<file path="src/rtl/mmio_io_responder.sv">
// MMIO responder for the 0xFFFFFCxx I/O page: switches, button, LEDs, 7-seg.
// Optional 7-seg scanning under `SEG7_EN; ports are listed on the module.
module mmio_io_responder #(
  parameter int DB_CYCLES = 20000,
  parameter int SCAN_DIV  = 100000
) (
  input  logic        clock,    // system clock
  input  logic        rst_n,    // async active-low reset
  input  logic        io_read,  // load to I/O space
  input  logic        io_write, // store to I/O space
  input  logic [9:0]  addr,     // byte offset in I/O page
  input  logic [31:0] wdata,    // store data
  output logic [31:0] rdata,    // load data
  input  logic [23:0] switch_i, // raw switches
  input  logic        btn_i,    // raw button
  output logic [23:0] led_o,    // LED register
  output logic [7:0]  seg_an_o, // digit enables, active-low
  output logic [7:0]  seg_ca_o  // segments {dp,g..a}, active-low
);

  localparam int DBW = $clog2(DB_CYCLES);
  // The load happens on the increment that would reach DB_CYCLES-1,
  // giving an accept latency of 2 + DB_CYCLES cycles.
  localparam logic [DBW-1:0] DB_LAST = DBW'(DB_CYCLES - 2);

  logic [23:0]    r_led;
  logic [23:0]    r_sw_s1, r_sw_s2, r_sw_last, r_sw_db;
  logic [DBW-1:0] r_sw_cnt;
  logic           r_btn_s1, r_btn_s2, r_btn_last, r_btn_db;
  logic [DBW-1:0] r_btn_cnt;
  logic           r_btn_flag;

  logic w_sel_led, w_sel_sw, w_sel_flag, w_sel_lvl, w_sel_seg;
  logic w_sw_ld, w_btn_ld, w_btn_rise, w_flag_clr;

  assign w_sel_led  = (addr == 10'h060);
  assign w_sel_sw   = (addr == 10'h070);
  assign w_sel_flag = (addr == 10'h074);
  assign w_sel_lvl  = (addr == 10'h078);

  assign w_sw_ld = (r_sw_s2 == r_sw_last) &&
                   (r_sw_s2 != r_sw_db) &&
                   (r_sw_cnt == DB_LAST);
  assign w_btn_ld = (r_btn_s2 == r_btn_last) &&
                    (r_btn_s2 != r_btn_db) &&
                    (r_btn_cnt == DB_LAST);
  assign w_btn_rise = w_btn_ld && r_btn_s2;
  assign w_flag_clr = io_read && w_sel_flag;

  always_ff @(posedge clock or negedge rst_n) begin
    if (!rst_n) begin
      r_sw_s1   <= '0;
      r_sw_s2   <= '0;
      r_sw_last <= '0;
      r_sw_db   <= '0;
      r_sw_cnt  <= '0;
    end else begin
      r_sw_s1   <= switch_i;
      r_sw_s2   <= r_sw_s1;
      r_sw_last <= r_sw_s2;
      if (r_sw_s2 != r_sw_last ||
          r_sw_s2 == r_sw_db) begin
        r_sw_cnt <= '0;
      end else if (w_sw_ld) begin
        r_sw_db  <= r_sw_s2;
        r_sw_cnt <= '0;
      end else begin
        r_sw_cnt <= r_sw_cnt + 1'b1;
      end
    end
  end

  always_ff @(posedge clock or negedge rst_n) begin
    if (!rst_n) begin
      r_btn_s1   <= 1'b0;
      r_btn_s2   <= 1'b0;
      r_btn_last <= 1'b0;
      r_btn_db   <= 1'b0;
      r_btn_cnt  <= '0;
    end else begin
      r_btn_s1   <= btn_i;
      r_btn_s2   <= r_btn_s1;
      r_btn_last <= r_btn_s2;
      if (r_btn_s2 != r_btn_last ||
          r_btn_s2 == r_btn_db) begin
        r_btn_cnt <= '0;
      end else if (w_btn_ld) begin
        r_btn_db  <= r_btn_s2;
        r_btn_cnt <= '0;
      end else begin
        r_btn_cnt <= r_btn_cnt + 1'b1;
      end
    end
  end

  // A press landing on the clearing read keeps the flag set.
  always_ff @(posedge clock or negedge rst_n) begin
    if (!rst_n) begin
      r_btn_flag <= 1'b0;
    end else if (w_btn_rise) begin
      r_btn_flag <= 1'b1;
    end else if (w_flag_clr) begin
      r_btn_flag <= 1'b0;
    end
  end

  always_ff @(posedge clock or negedge rst_n) begin
    if (!rst_n) begin
      r_led <= '0;
    end else if (io_write && w_sel_led) begin
      r_led <= wdata[23:0];
    end
  end

  assign led_o = r_led;

`ifdef SEG7_EN
  localparam int SCW = $clog2(SCAN_DIV);
  localparam logic [SCW-1:0] SCAN_LAST =
    SCW'(SCAN_DIV - 1);

  logic [31:0]    r_seg;
  logic [SCW-1:0] r_scan;
  logic [2:0]     r_idx;
  logic [3:0]     w_nib;

  assign w_sel_seg = (addr == 10'h080);

  always_ff @(posedge clock or negedge rst_n) begin
    if (!rst_n) begin
      r_seg <= '0;
    end else if (io_write && w_sel_seg) begin
      r_seg <= wdata;
    end
  end

  always_ff @(posedge clock or negedge rst_n) begin
    if (!rst_n) begin
      r_scan <= '0;
      r_idx  <= '0;
    end else if (r_scan == SCAN_LAST) begin
      r_scan <= '0;
      r_idx  <= r_idx + 1'b1;
    end else begin
      r_scan <= r_scan + 1'b1;
    end
  end

  assign w_nib    = r_seg[{r_idx, 2'b00} +: 4];
  assign seg_an_o = ~(8'b1 << r_idx);

  always_comb begin
    seg_ca_o = 8'hFF;
    unique case (w_nib)
      4'h0: seg_ca_o = 8'hC0;
      4'h1: seg_ca_o = 8'hF9;
      4'h2: seg_ca_o = 8'hA4;
      4'h3: seg_ca_o = 8'hB0;
      4'h4: seg_ca_o = 8'h99;
      4'h5: seg_ca_o = 8'h92;
      4'h6: seg_ca_o = 8'h82;
      4'h7: seg_ca_o = 8'hF8;
      4'h8: seg_ca_o = 8'h80;
      4'h9: seg_ca_o = 8'h90;
      4'hA: seg_ca_o = 8'h88;
      4'hB: seg_ca_o = 8'h83;
      4'hC: seg_ca_o = 8'hC6;
      4'hD: seg_ca_o = 8'hA1;
      4'hE: seg_ca_o = 8'h86;
      4'hF: seg_ca_o = 8'h8E;
    endcase
  end
`else
  logic w_unused;

  assign w_sel_seg = 1'b0;
  assign w_unused  = &{1'b0, wdata[31:24]};
  assign seg_an_o  = 8'hFF;
  assign seg_ca_o  = 8'hFF;
`endif

  always_comb begin
    rdata = '0;
    if (io_read) begin
      unique case (1'b1)
        w_sel_led:  rdata = {8'b0, r_led};
        w_sel_sw:   rdata = {8'b0, r_sw_db};
        w_sel_flag: rdata = {31'b0, r_btn_flag};
        w_sel_lvl:  rdata = {31'b0, r_btn_db};
`ifdef SEG7_EN
        w_sel_seg:  rdata = r_seg;
`else
        w_sel_seg:  rdata = '0;
`endif
        default:    rdata = '0;
      endcase
    end
  end

endmodule
</file>
<file path="config.mk">
export PLATFORM = sky130hd
export DESIGN_NAME = mmio_io_responder
export DESIGN_NICKNAME = d
export VERILOG_FILES = /design/src/rtl/mmio_io_responder.sv
export SDC_FILE = /design/constraint.sdc
export NUM_CORES = 1
export LEC_CHECK = 0
export BUFFER_PORTS_ARGS = -buffer_cell sky130_fd_sc_hd__buf_2
export CORE_UTILIZATION = 45
export CTS_CLUSTER_DIAMETER = 40
export DETAILED_ROUTE_END_ITERATION = 12
export GPL_ROUTABILITY_DRIVEN = 0
export PLACE_DENSITY_LB_ADDON = 0.3
export SYNTH_ARGS = -nofsm -noshare
export SYNTH_HDL_FRONTEND = slang
export SYNTH_SLANG_ARGS = --single-unit
</file>
<file path="constraint.sdc">
create_clock -name clock -period 1.85 [get_ports clock]
set_input_delay 0 -clock clock [delete_from_list [all_inputs] [get_ports clock]]
set_output_delay 0 -clock clock [all_outputs]
set_load 0.05 [all_outputs]
</file>
---- Word-level counts from Yosys, hierarchy flattened ----
Cells that the tools add are included.
W data, S select, Z words.
operators by class
  mux-type cells .......................... 8
  bitwise gates (word level) .............. 2
  reductions and logical operators ........ 12
  $add $sub $neg .......................... 2
  eq/ne operators ......................... 14
operators by type and width
  cell                     count
  $pmux W24 S4             1
  $mux W15                 4
  $eq A24 B24 Y1           2
  $ne A24 B24 Y1           2
  $eq A10 B7 Y1 const B    4
  $add A15 B1 Y15 const B  2
  $eq A15 B15 Y1 const B   2
  $mux W24                 1
  $logic_and A1 B1 Y1      7
  $reduce_and A2 Y1        2
  $eq A1 B1 Y1             2
  $logic_or A1 B1 Y1       2
  $mux W1                  2
  $ne A1 B1 Y1             2
  $not A1 Y1               2
  $reduce_bool A2 Y1       1
word-level totals
  bits in registers ....................... 155
  word-level logic and storage cells ...... 50

---- Longest topological paths before layout ----
Gate-level depths: netlist of run 1.
  depth in word-level cells ............... 5
  gate-level depth with buffers ........... 8

---- Worst setup path after synthesis of run 1 ----
OpenSTA, ideal clock, no wires.
  path type ............................... reg2reg
  start point ............................. register r_sw_s2[23]
  end point ............................... register r_sw_db[10]
  cell stages (with the launch flop) ...... 8
  buffers on the path ..................... 2
  library setup time ...................... 0.125 ns
  data required time ...................... 1.725 ns
  arrival time ............................ 1.766 ns
  setup slack ............................. -0.041 ns
  cell sequence ........................... dfrtp_1 > xor2_1 > nor4_2 > nand4_1 > o2111a_1 > buf_6 > buf_12 > mux2_4
between the ends
  cells in the longest elaborated chain, start to end .. 4
RTL lines
  what                                                              line    source
  start: declaration                                                27      logic [23:0] r_sw_s1, r_sw_s2, r_sw_last, r_sw_db;
  start signal: assignment                                          59      r_sw_s2 <= r_sw_s1;
  $eq A24 B24 Y1 (tied with other cells)                            41      assign w_sw_ld = (r_sw_s2 == r_sw_last) &&
  $logic_and A1 B1 Y1 / $logic_or A1 B1 Y1 (equally long branches)  41, 61
  $logic_and A1 B1 Y1 / $not A1 Y1 (equally long branches)          n/a
  $reduce_and A2 Y1 (no source line) (*)                            n/a
  end signal: assignment                                            65      r_sw_db <= r_sw_s2;
  end: declaration                                                  27
Every way passes the cells marked *; elsewhere a longest branch is shown, timed or not.
A chain may end at the register's enable or synchronous reset.

---- Worst setup path in the final report of run 1 ----
  start point ............................. register r_sw_s2[17]
  end point ............................... register r_sw_db[22]
The elaborated chain is that of the path after synthesis.

==> flow_summary.rst, run 1 <==
.. list-table::
   :header-rows: 1

   * - Metric
     - Value
   * - Run status
     - complete, but fails checks
   * - Violations in the final reports
     - setup timing
   * - Syn-to-layout area delta
     - 36.9%
   * - Hold/Removal Path Class
     - primary input to async pin
   * - Setup-violating endpoint count in the final report
     - 24
   * - Synth top area cells
     - sky130_fd_sc_hd__dfrtp_1 (60%), sky130_fd_sc_hd__mux2_4 (9.2%), sky130_fd_sc_hd__xor2_1 (5.1%)
   * - Total global routing overflow
     - 0
   * - Vias in the first global route
     - 4708
   * - Most instantiated library cell after synthesis
     - sky130_fd_sc_hd__dfrtp_1
   * - Cell row count
     - between 40 and 50
   * - Critical setup path kind
     - flip-flop to flip-flop
   * - Mux share of post-synthesis cell area
     - approximately 11%
   * - Pins over their slew limit
     - 0
   * - Cell chosen for the clock root
     - sky130_fd_sc_hd__clkbuf_16
   * - XOR/XNOR Fraction of Synth Area
     - between 10% and 20%
   * - Ratio of cells with drive above 1 in the final layout
     - between 30% and 40%
   * - Initial drt markers
     - 212
   * - Synthesized netlist cell count
     - ~490
   * - Worst hold-check slack
     - between 0.08 and 0.09 ns
   * - Main flop type after synthesis
     - sky130_fd_sc_hd__dfrtp_1
   * - CP Capture Type
     - flip-flop
   * - Clk Latency, worst-skew pair
     - between 0.4 and 0.5 ns
   * - Final nets
     - 803
   * - Compound-cell area share of the yosys netlist
     - 3.44%
   * - P_leak
     - 4.31 nW
   * - Largest net degree at the start of global routing
     - a little under 50
   * - Flops & latches, synth
     - 155
   * - Area of all sequential standard cells
     - between 3000 and 4000 um2
   * - Slack of the critical path
     - -0.292 ns
   * - Most common library cells after synthesis
     - sky130_fd_sc_hd__dfrtp_1 (155), sky130_fd_sc_hd__nor2_1 (66), sky130_fd_sc_hd__mux2_4 (40)
   * - Final wirelength
     - 14900 um
   * - Post-placement setup slack
     - -0.231 ns
   * - Highest achievable clock rate
     - between 400 and 500 MHz
   * - Post-detailed-route via-to-cell ratio
     - between 4 and 5
   * - Via Count
     - between 4000 and 5000
   * - Critical Path Fanout Max
     - 5
   * - Worst EP arrival
     - ~2.4 ns
   * - CP Data Required Time
     - around 2.1 ns
   * - Cts bufs inserted
     - 17
   * - Horiz. Die Dim
     - ~120 um
   * - Area of the core
     - approximately 14000 um2
   * - Mean Syn Cell Area
     - between 10 and 15 um2
   * - Post-Synthesis Cell Area
     - 6520 um2
   * - Full die area
     - ~15000 um2
   * - Average wire length per cell after detail routing
     - ~16 um
   * - Maximum buffer depth of the clock tree
     - 2
   * - Fraction of registers with async set or reset after synthesis
     - between 90% and 100%
   * - Clk slew on worst S/H paths
     - ~0.060 ns
   * - I/O Pins
     - around 140
   * - Simple-gate area share of the yosys netlist
     - between 10% and 20%
   * - VDD IR max
     - roughly 0.00065 V
   * - IO buf count
     - 110
   * - Number of flops mapped to enable cells by yosys
     - 0
   * - Share of the synthesized area in the top cell type
     - 59.5%
   * - Final critical delay including setup and external delays
     - around 2.1 ns
   * - Antenna violations before repair
     - 0
   * - Initial DRT Pass Iterations
     - 4
   * - Initial core utilization
     - between 40% and 50%
   * - Crit path launch type
     - flip-flop
   * - Diode count
     - 0
   * - CTS tree
     - built
   * - Power Dens Cells
     - approximately 850 nW/um2
   * - Total number of clock tree sinks
     - around 160
   * - Die H
     - between 100 and 150 um
   * - Hold violation total from the final report
     - 0
   * - Antenna-violating nets left
     - 0
   * - Area of the multi-input gates
     - 2510 um2
   * - Worst clock skew
     - 0.00549 ns
   * - Yosys top cell by area
     - sky130_fd_sc_hd__dfrtp_1
   * - Ratio of final minimum period to clock period
     - 116%
   * - DRC Markers
     - 0
   * - Fin Setup TNS
     - -6.62 ns
   * - Maximum Capacitance Violations
     - 0
   * - Maximum level of the CTS H-tree
     - 4
   * - Count of yosys warnings during synthesis
     - 0
   * - HPWL reported at the end of detailed placement
     - approximately 9900 um
   * - Largest family of logic cells by synthesized area
     - multiplexers
   * - Area share of fa/ha/maj cells after synthesis
     - less than 1%
   * - Overall global routing resource usage
     - roughly a fifth
   * - Filler cell count in the final layout
     - about 1100
   * - RSZ-0062 raised after global routing
     - yes
   * - Fraction of the yosys area taken by sequential cells
     - between 50% and 60%
   * - Global-route wire length before repair
     - ~24000 um
   * - Number of distinct library cells after synthesis
     - 37
   * - Worst R2R Setup Slack
     - -0.29 ns
## per-layer routing
| metal | global-route usage [%] | wire length, um | up-vias |
|---|---|---|---|
| met5 | 0 | 0 | - |
| met2 | 33.6 | 7350 | 138 |
| met4 | 6.55 | 189 | 0 |
| li1 | - | - | 2097 |
| met3 | 4.79 | 596 | 14 |
| met1 | 27.9 | 6720 | 2297 |
## cells in the final DEF (no fill, tap or decap), types with 3 or more instances in the layout
cell type	count
sky130_fd_sc_hd__buf_12	4
sky130_fd_sc_hd__dfrtp_2	4
sky130_fd_sc_hd__ha_1	4
sky130_fd_sc_hd__mux2_4	44
sky130_fd_sc_hd__nor2_2	5
sky130_fd_sc_hd__dlygate4sd3_1	52
sky130_fd_sc_hd__nand2_1	14
sky130_fd_sc_hd__dfrtp_1	151
sky130_fd_sc_hd__mux2_2	6
sky130_fd_sc_hd__and3_1	5
sky130_fd_sc_hd__nand3_1	10
sky130_fd_sc_hd__clkinv_2	5
sky130_fd_sc_hd__inv_1	4
sky130_fd_sc_hd__nor4_2	3
sky130_fd_sc_hd__nor2_1	61
sky130_fd_sc_hd__buf_6	8
sky130_fd_sc_hd__xnor2_2	5
sky130_fd_sc_hd__clkbuf_16	17
sky130_fd_sc_hd__conb_1	24
sky130_fd_sc_hd__nand4_1	15
sky130_fd_sc_hd__nor3_1	5
sky130_fd_sc_hd__nor4_1	5
sky130_fd_sc_hd__xnor2_1	32
sky130_fd_sc_hd__xor2_1	38
sky130_fd_sc_hd__buf_2	109
sky130_fd_sc_hd__bufinv_16	3
sky130_fd_sc_hd__buf_4	58
sky130_fd_sc_hd__a22oi_1	23
## worst max-delay path: stages (launching register included)
cell	delay, ns
sky130_fd_sc_hd__dfrtp_1	0.40
sky130_fd_sc_hd__buf_6	0.13
sky130_fd_sc_hd__xnor2_2	0.11
sky130_fd_sc_hd__nand4_1	0.15
sky130_fd_sc_hd__nor4_2	0.37
sky130_fd_sc_hd__o2111a_2	0.31
sky130_fd_sc_hd__buf_6	0.12
sky130_fd_sc_hd__buf_12	0.12
sky130_fd_sc_hd__mux2_4	0.30
## area by class of cell
type | count | share of cell area [%]
Sequential cell | 155 | 43.5
Clock buffer | 18 | 4.92
Clock inverter | 12 | 1.66
Timing Repair Buffer | 232 | 19.0
Inverter | 4 | 0.168
Tap cell | 180 | 2.52
Multi-Input combinational cell | 318 | 28.1
## stage by stage
| step | cells | util, % | instance area (um2) | power (mW) |
|---|---|---|---|---|
| 6_report | 919 | 63.8 | 8920 | 7.58 |
| 2_1_floorplan | 515 | - | 6610 | 3.87 |
| 5_1_grt | 919 | 63.8 | 8920 | 7.85 |
| 3_3_place_gp | 829 | 54.5 | 7620 | 4.05 |
| 4_1_cts | 915 | 63.1 | 8820 | 7.63 |
| 3_5_place_dp | 829 | 54.5 | 7620 | 4.06 |
## state kept, by name, summed over array words and instances, names as in the netlist
signal	count
r_btn_db	1
r_btn_cnt	15
r_sw_cnt	15
r_sw_s2	24
r_sw_db	24
r_btn_s2	1
r_btn_flag	1
r_sw_last	24
r_btn_last	1
led_o	24
r_sw_s1	24
r_btn_s1	1
## worst paths after layout
kind                                  startpoint                 endpoint  depth (start not counted)
min                                        rst_n    r_sw_s1[13]$_DFF_PN0_                          2
max reg2reg                r_sw_s2[17]$_DFF_PN0_  r_sw_db[22]$_DFFE_PN0P_                          8
max                        r_sw_s2[17]$_DFF_PN0_  r_sw_db[22]$_DFFE_PN0P_                          8
min in group clock                      io_write     led_o[5]$_DFFE_PN0P_                          4
max in group asynchronous                  rst_n    r_sw_s2[19]$_DFF_PN0_                          3
min reg2reg                r_sw_s1[10]$_DFF_PN0_    r_sw_s2[10]$_DFF_PN0_                          0
## cell families (layout without fill, tap and decap cells)
| logic type | count (synthesis) | after routing |
|---|---|---|
| simple gates | 135 | 135 |
| mux | 50 | 50 |
| compound gates | 30 | 30 |
| fa+ha+maj | 4 | 4 |
| xor+xnor | 75 | 75 |
| flops | 155 | 155 |
| other cells | 2 | 24 |
| buf+inv | 42 | 266 |
## power by group
group | internal, mW | switching, mW | total, mW
logic | 0.233 | 0.312 | 0.545
clock network | 2.14 | 1.35 | 3.48
registers | 3.48 | 0.0697 | 3.55
total | 5.85 | 1.73 | 7.58
## repair_timing
action / 4_1_cts / 5_1_grt
gates cloned: 2 / 1
setup endpoints to repair: 24 / 41
resized for setup: 5 / 27
pin swaps: 0 / 6
hold buffers: 52 / 0
buffers inserted: 2 / 4
endpoints found under the hold margin: 205 / 0
Power figures use the tool's default switching activity.
==> run 2: changes to the inputs <==
--- a/config.mk
+++ b/config.mk
@@ -14,3 +14,4 @@
 export SYNTH_ARGS = -nofsm -noshare
 export SYNTH_HDL_FRONTEND = slang
 export SYNTH_SLANG_ARGS = --single-unit
+export TNS_END_PERCENT = 1
==> run 2 against run 1 <==
  * Worst hold slack gained 0.026 ns
  * Largest cell class unchanged
  * Utilization is 0.92 points lower
  * Clock skew increased by 0.0042 ns
  * Register-to-register slack improved by 0.13 ns
  * Critical endpoint is now r_sw_db[11]$_DFFE_PN0P_
  * The run still ends with setup timing left
  * Clock-buffer cell count grew 1
  * Combinational power down 0.9%
  * Via count down 2.7%
  * First-iteration DRC count increased by 0.47%
  * Sequential power barely moved
  * Non-clock buffer count shrank 4
  * Sequential share of layout area grew 0.60 points
  * Power decreased by 2.6%
==> flow_summary.rst, run 2 (synthesized netlist as in run 1, its figures left out) <==
.. list-table::
   :header-rows: 1

   * - Metric
     - Value
   * - Slack of the critical path
     - -0.166 ns (was -0.292 ns)
   * - Ratio of final minimum period to clock period
     - 109% (was 116%)
   * - HPWL reported at the end of detailed placement
     - 9710 um (was 9860 um)
   * - Highest-delay cell along the critical path
     - sky130_fd_sc_hd__dfrtp_1 (unchanged)
   * - Die H
     - 122 um (unchanged)
   * - Average wire length per cell after detail routing
     - 15.3 um (was 16.2 um)
   * - Vias in the first global route
     - 4556 (was 4708)
   * - Critical Path Fanout Max
     - 8 (was 5)
   * - Initial drt markers
     - 213 (was 212)
   * - Most frequent cells in the layout
     - sky130_fd_sc_hd__dfrtp_1 (154), sky130_fd_sc_hd__buf_2 (109), sky130_fd_sc_hd__nor2_1 (66) (was sky130_fd_sc_hd__dfrtp_1 (151), sky130_fd_sc_hd__buf_2 (109), sky130_fd_sc_hd__nor2_1 (61))
   * - Overall power after layout
     - 7.38 mW (was 7.58 mW)
   * - Antenna violations before repair
     - 0 (unchanged)
   * - Final nets
     - 799 (was 803)
   * - Switching part of the total
     - 24.1% (was 22.8%)
   * - DRC Markers
     - 0 (unchanged)
   * - Highest achievable clock rate
     - 496 MHz (was 467 MHz)
   * - Area of the core
     - 14000 um2 (unchanged)
   * - Tightest slew margin relative to the limit
     - 62.7%
   * - Maximum level of the CTS H-tree
     - 4 (unchanged)
   * - Power Dens Cells
     - 840 nW/um2 (was 850 nW/um2)
   * - IO buf count
     - 110 (unchanged)
   * - Via Count
     - 4422 (was 4546)
   * - Maximum Capacitance Violations
     - 0 (unchanged)
   * - Psw
     - 1.78 mW (was 1.73 mW)
   * - Run status
     - complete, but fails checks (unchanged)
   * - Hold violation total from the final report
     - 0 (unchanged)
   * - P_leak
     - 4.24 nW (was 4.31 nW)
   * - Delay-heaviest family, CP
     - simple AND/OR/NAND/NOR gates (unchanged)
   * - Critical setup path kind
     - flip-flop to flip-flop (unchanged)
   * - Worst clock skew
     - 0.00964 ns (was 0.00549 ns)
   * - Overall global routing resource usage
     - 20.7% (was 20.8%)
   * - Cell chosen for the clock root
     - sky130_fd_sc_hd__clkbuf_16 (unchanged)
   * - Cell row count
     - 43 (unchanged)
   * - Final wirelength
     - 14000 um (was 14900 um)
   * - Hold/Removal Path Class
     - primary input to async pin (unchanged)
   * - Pins over their slew limit
     - 0 (unchanged)
   * - Clock share of power
     - 44.6% (was 45.9%)
   * - Total global routing overflow
     - 0 (unchanged)
   * - Violations in the final reports
     - setup timing (unchanged)
   * - CP Capture Type
     - flip-flop (unchanged)
   * - CP Data Required Time
     - 2.16 ns (was 2.14 ns)
   * - Delay contributed by the slowest stage of the critical path
     - 0.40 ns (about the same)
   * - Antenna-violating nets left
     - 0 (unchanged)
   * - Largest net degree at the start of global routing
     - 61 (was 49)
   * - Crit path launch type
     - flip-flop (unchanged)
   * - Horiz. Die Dim
     - 122 um (unchanged)
   * - VDD IR max
     - 0.000633 V (was 0.000649 V)
   * - Worst Tran Pin Value
     - 0.559 ns
   * - Total buffers and inverters traversed by the critical path
     - 2 (was 3)
   * - Global-route wire length before repair
     - 23000 um (was 23600 um)
   * - Worst hold-check slack
     - 0.113 ns (was 0.0868 ns)
   * - Fin Setup TNS
     - -3.66 ns (was -6.62 ns)
   * - RSZ-0062 raised after global routing
     - yes (unchanged)
   * - CTS tree
     - built (unchanged)
   * - Post-detailed-route via-to-cell ratio
     - 4.82 (was 4.95)
   * - P_int
     - 5.60 mW (was 5.85 mW)
   * - Combinational share of power
     - 7.3% (was 7.2%)
   * - Sequential group share of total power
     - 48.1% (was 46.9%)
   * - Setup-violating endpoint count in the final report
     - 24 (unchanged)
   * - Diode count
     - 0 (unchanged)
   * - Maximum buffer depth of the clock tree
     - 2 (unchanged)
   * - Ratio of cells with drive above 1 in the final layout
     - 36.8% (was 38.6%)
   * - Initial DRT Pass Iterations
     - 4 (unchanged)
   * - Final critical delay including setup and external delays
     - 2.02 ns (was 2.14 ns)
   * - Post-placement setup slack
     - -0.302 ns (was -0.231 ns)
   * - Clk slew on worst S/H paths
     - 0.06 ns (about the same)
   * - I/O Pins
     - 143 (unchanged)
   * - Full die area
     - 15000 um2 (unchanged)
   * - Initial core utilization
     - 46.6% (unchanged)
   * - Worst EP arrival
     - 2.32 ns (was 2.43 ns)
   * - Most common cell after layout, fill and taps aside
     - sky130_fd_sc_hd__dfrtp_1 (unchanged)
   * - Syn-to-layout area delta
     - 34.9% (was 36.9%)
   * - Total number of clock tree sinks
     - 155 (unchanged)
   * - Clk Latency, worst-skew pair
     - 0.43 ns (was 0.41 ns)
   * - Cts bufs inserted
     - 17 (unchanged)
   * - Critical-path cell list
     - buf_6 > xnor2_2 > nand4_1 > nor4_2 > o2111a_2 > buf_8 > mux2_4 (was buf_6 > xnor2_2 > nand4_1 > nor4_2 > o2111a_2 > buf_6 > buf_12 > mux2_4)
[run 2: cell count changes in the layout (fill, tap and decap cells not counted), sizes merged]
cell      before  now
clkbuf        18   19
clkinvlp       2    4
bufinv         3    1
inv            5    6
buf          180  176
[run 2: final cells by class]
type                       count  area, um2
clock buffer                  19        443
clock inverter                13        119
fill                        1094       5200
inverter                       4       15.0
multi-input combinational    318       2480
sequential                   155       3880
tap                          180        225
timing repair buffer         228       1630
[run 2: layer usage]
layer  global-route usage [%]  vias to the layer above  routed length, um
li1                         -                     2089                  -
met1                     26.8                     2197               6280
met2                     33.4                      117               6980
met3                     5.72                       19                580
met4                     7.32                        0                203
met5                        0                        -                  0
[run 2: path summary, 6_finish.rpt]
path	startpoint	endpoint	slack (ns)	cells past startpoint
setup / recovery	r_sw_s2[17]$_DFF_PN0_	r_sw_db[11]$_DFFE_PN0P_	-0.17	7
setup reg to reg	r_sw_s2[17]$_DFF_PN0_	r_sw_db[11]$_DFFE_PN0P_	-0.17	7
hold reg to reg	r_btn_s1$_DFF_PN0_	r_btn_s2$_DFF_PN0_	0.35	0
hold / removal	rst_n	r_sw_s2[13]$_DFF_PN0_	0.11	2
max in group asynchronous	rst_n	r_btn_cnt[6]$_DFF_PN0_	1.06	3
min in group clock	io_write	led_o[22]$_DFFE_PN0P_	0.15	4
[run 2: power by group through the flow]
stage / Sequential, mW / Combinational (mW) / Clock (mW)
3_3_place_gp: 3.61 / 0.444 / 0
5_1_grt: 3.56 / 0.587 / 3.53
4_1_cts: 3.55 / 0.542 / 3.36
2_1_floorplan: 3.62 / 0.243 / 0
6_report: 3.55 / 0.540 / 3.29
3_5_place_dp: 3.61 / 0.452 / 0
[run 2: repair_timing]
| item | in CTS | in global routing |
|---|---|---|
| pin swaps | 5 | 4 |
| resized for setup | 14 | 5 |
| endpoints found under the setup margin | 24 | 40 |
| buffers inserted | 1 | 1 |
| endpoints found under the hold margin | 152 | 0 |
| hold buffers | 52 | 0 |
[run 2: metrics by stage]
stage	cell area (um2)	std cells	utilization [%]
after floorplan	6610	515	-
after global placement	7610	831	54.4
after detailed placement	7610	831	54.4
after CTS	8760	916	62.6
after global routing	8790	917	62.8
final	8790	917	62.8
==> run 3: changes to the inputs <==
--- a/config.mk
+++ b/config.mk
@@ -11,6 +11,7 @@
 export DETAILED_ROUTE_END_ITERATION = 12
 export GPL_ROUTABILITY_DRIVEN = 0
 export PLACE_DENSITY_LB_ADDON = 0.3
+export REMOVE_ABC_BUFFERS = 1
 export SYNTH_ARGS = -nofsm -noshare
 export SYNTH_HDL_FRONTEND = slang
 export SYNTH_SLANG_ARGS = --single-unit
==> run 3 against run 2 <==
  * The run still ends with setup timing left
  * Worst hold slack gained 0.022 ns
  * Setup slack worse by 0.048 ns
  * Largest cell class unchanged
  * Cell area is 1.3% higher
  * Maximum frequency shrank 2.3%
  * Critical path type unchanged
==> flow_summary.rst, run 3 (synthesized netlist as in run 1, its figures left out) <==
.. list-table::
   :header-rows: 1

   * - Metric
     - Value
   * - Maximum buffer depth of the clock tree
     - 2 (unchanged)
   * - Final critical delay including setup and external delays
     - 2.06 ns (was 2.02 ns)
   * - Ratio of cells with drive above 1 in the final layout
     - 37.3% (was 36.8%)
   * - Crit path launch type
     - flip-flop (unchanged)
   * - Clk Latency, worst-skew pair
     - 0.42 ns (was 0.43 ns)
   * - Via Count
     - 4451 (was 4422)
   * - Slack of the critical path
     - -0.214 ns (was -0.166 ns)
   * - Area of the core
     - 14000 um2 (unchanged)
   * - Worst hold-check slack
     - 0.135 ns (was 0.113 ns)
   * - Vias in the first global route
     - 4541 (was 4556)
   * - Power Dens Cells
     - 856 nW/um2 (was 840 nW/um2)
   * - Final wirelength
     - 14000 um (about the same)
   * - I/O Pins
     - 143 (unchanged)
   * - Ratio of final minimum period to clock period
     - 112% (was 109%)
   * - Worst R2R Setup Slack
     - -0.21 ns (was -0.17 ns)
   * - CP Data Required Time
     - 2.15 ns (was 2.16 ns)
   * - Horiz. Die Dim
     - 122 um (unchanged)
   * - Worst clock skew
     - 0.0100 ns (was 0.00964 ns)
   * - Filler cell count in the final layout
     - 1042 (was 1094)
   * - Setup-violating endpoint count in the final report
     - 24 (unchanged)
   * - Die H
     - 122 um (unchanged)
   * - Most common cell after layout, fill and taps aside
     - sky130_fd_sc_hd__dfrtp_1 (unchanged)
   * - Fin Setup TNS
     - -4.77 ns (was -3.66 ns)
   * - Largest net degree at the start of global routing
     - 64 (was 61)
   * - P_int
     - 5.87 mW (was 5.60 mW)
   * - RSZ-0062 raised after global routing
     - yes (unchanged)
   * - VDD IR max
     - 0.000604 V (was 0.000633 V)
   * - Cts bufs inserted
     - 17 (unchanged)
   * - Overall global routing resource usage
     - 20.0% (was 20.7%)
   * - Initial DRT Pass Iterations
     - 7 (was 4)
   * - Run status
     - complete, but fails checks (unchanged)
   * - Tightest slew margin relative to the limit
     - 58.5% (was 62.7%)
   * - IO buf count
     - 110 (unchanged)
   * - Initial core utilization
     - 46.6% (unchanged)
   * - Maximum Capacitance Violations
     - 0 (unchanged)
   * - Total global routing overflow
     - 0 (unchanged)
   * - Clk slew on worst S/H paths
     - 0.06 ns (about the same)
   * - Critical Path Fanout Max
     - 11 (was 8)
   * - Startpoint of the most critical hold path
     - io_write
   * - Hold violation total from the final report
     - 0 (unchanged)
   * - Syn-to-layout area delta
     - 36.6% (was 34.9%)
   * - Antenna violations before repair
     - 0 (unchanged)
   * - Clock share of power
     - 46.3% (was 44.6%)
   * - Worst EP arrival
     - 2.36 ns (was 2.32 ns)
   * - Diode count
     - 0 (unchanged)
   * - Initial drt markers
     - 160 (was 213)
   * - CP Capture Type
     - flip-flop (unchanged)
   * - Antenna-violating nets left
     - 0 (unchanged)
   * - Switching part of the total
     - 22.9% (was 24.1%)
   * - Hold/Removal Path Class
     - primary input to flip-flop (was primary input to async pin)
   * - Total number of clock tree sinks
     - 155 (unchanged)
   * - Maximum level of the CTS H-tree
     - 4 (unchanged)
   * - Sequential group share of total power
     - 46.6% (was 48.1%)
   * - Global-route wire length before repair
     - 22600 um (was 23000 um)
   * - DRC Markers
     - 0 (unchanged)
   * - Pins over their slew limit
     - 0 (unchanged)
   * - Worst Tran Pin Value
     - 0.622 ns (was 0.559 ns)
   * - Psw
     - 1.75 mW (was 1.78 mW)
   * - Cell row count
     - 43 (unchanged)
   * - Final nets
     - 799 (unchanged)
   * - Critical setup path kind
     - flip-flop to flip-flop (unchanged)
   * - Full die area
     - 15000 um2 (unchanged)
   * - Post-detailed-route via-to-cell ratio
     - 4.85 (was 4.82)
   * - HPWL reported at the end of detailed placement
     - 9430 um (was 9710 um)
   * - CTS tree
     - built (unchanged)
   * - Start of the worst register-to-register path
     - r_sw_s2[11]$_DFF_PN0_ (was r_sw_s2[17]$_DFF_PN0_)
   * - P_leak
     - 4.29 nW (was 4.24 nW)
   * - Most frequent cells in the layout
     - sky130_fd_sc_hd__dfrtp_1 (154), sky130_fd_sc_hd__buf_2 (109), sky130_fd_sc_hd__nor2_1 (66) (unchanged)
   * - Violations in the final reports
     - setup timing (unchanged)
   * - Highest achievable clock rate
     - 485 MHz (was 496 MHz)
   * - Setup crit start
     - r_sw_s2[11]$_DFF_PN0_ (was r_sw_s2[17]$_DFF_PN0_)
   * - Average wire length per cell after detail routing
     - 15.3 um (about the same)
   * - Cell chosen for the clock root
     - sky130_fd_sc_hd__clkbuf_16 (unchanged)
   * - Combinational share of power
     - 7.1% (was 7.3%)
run 3: cell types whose count changed in the layout (fill, tap and decap cells not counted), sizes merged:
cell	delta
bufinv	+2
clkinvlp	+1
inv	-2
clkbuf	-1
run 3: final timing paths:
path | cells after the start | endpoint
worst max-delay path | 6 | r_sw_db[18]$_DFFE_PN0P_
worst min-delay path | 4 | led_o[20]$_DFFE_PN0P_
worst max register to register | 6 | r_sw_db[18]$_DFFE_PN0P_
worst min register to register | 0 | r_sw_s2[4]$_DFF_PN0_
max in group asynchronous | 3 | r_sw_s2[2]$_DFF_PN0_
min in group asynchronous | 2 | led_o[4]$_DFFE_PN0P_
run 3: power by group through the flow:
stage / registers (mW) / clock network, mW / logic (mW)
2_1_floorplan: 3.62 / 0 / 0.199
3_3_place_gp: 3.60 / 0 / 0.442
3_5_place_dp: 3.61 / 0 / 0.451
4_1_cts: 3.55 / 3.62 / 0.541
5_1_grt: 3.56 / 3.76 / 0.591
6_report: 3.55 / 3.53 / 0.545
run 3: cell type report:
cell class	count	area, um2	area share (%)
flip-flops and latches	155	3880	43.6
inverters	4	15.0	0.169
multi-input cells	318	2490	28.0
well taps	180	225	2.53
repair buffers	228	1680	18.9
clock inverters	14	173	1.94
clock buffers	18	439	4.93
run 3: repair_timing:
action / 4_1_cts / 5_1_grt
pin swaps: 10 / 6
gates resized for setup: 10 / 9
hold buffers: 52 / 0
setup endpoints to repair: 39 / 39
buffers inserted: 1 / 1
endpoints found under the hold margin: 110 / 0
run 3: metal layers:
layer,wire length [um],GRT usage (%)
met5,0,0
met4,76,6.55
met3,654,5.30
met2,7020,33.1
met1,6270,25.6
run 3: worst max-delay path, cell delays in order, from the launching register on:
cell	delay (ns)
sky130_fd_sc_hd__dfrtp_1	0.43
sky130_fd_sc_hd__xnor2_2	0.16
sky130_fd_sc_hd__nand4_1	0.18
sky130_fd_sc_hd__nor4_2	0.35
sky130_fd_sc_hd__o2111a_2	0.33
sky130_fd_sc_hd__buf_12	0.17
sky130_fd_sc_hd__mux2_4	0.31
run 3: through the flow:
step | util (%) | instance area (um2) | cells | power [mW] | setup WS (ns)
floorplan | - | 6310 | 477 | 3.82 | -0.637
global placement | 54.8 | 7670 | 831 | 4.05 | -0.251
detailed placement | 54.8 | 7670 | 831 | 4.06 | -0.295
CTS | 63.3 | 8850 | 916 | 7.70 | -0.188
global route | 63.7 | 8910 | 917 | 7.91 | -0.292
finish | 63.7 | 8910 | 917 | 7.62 | -0.214
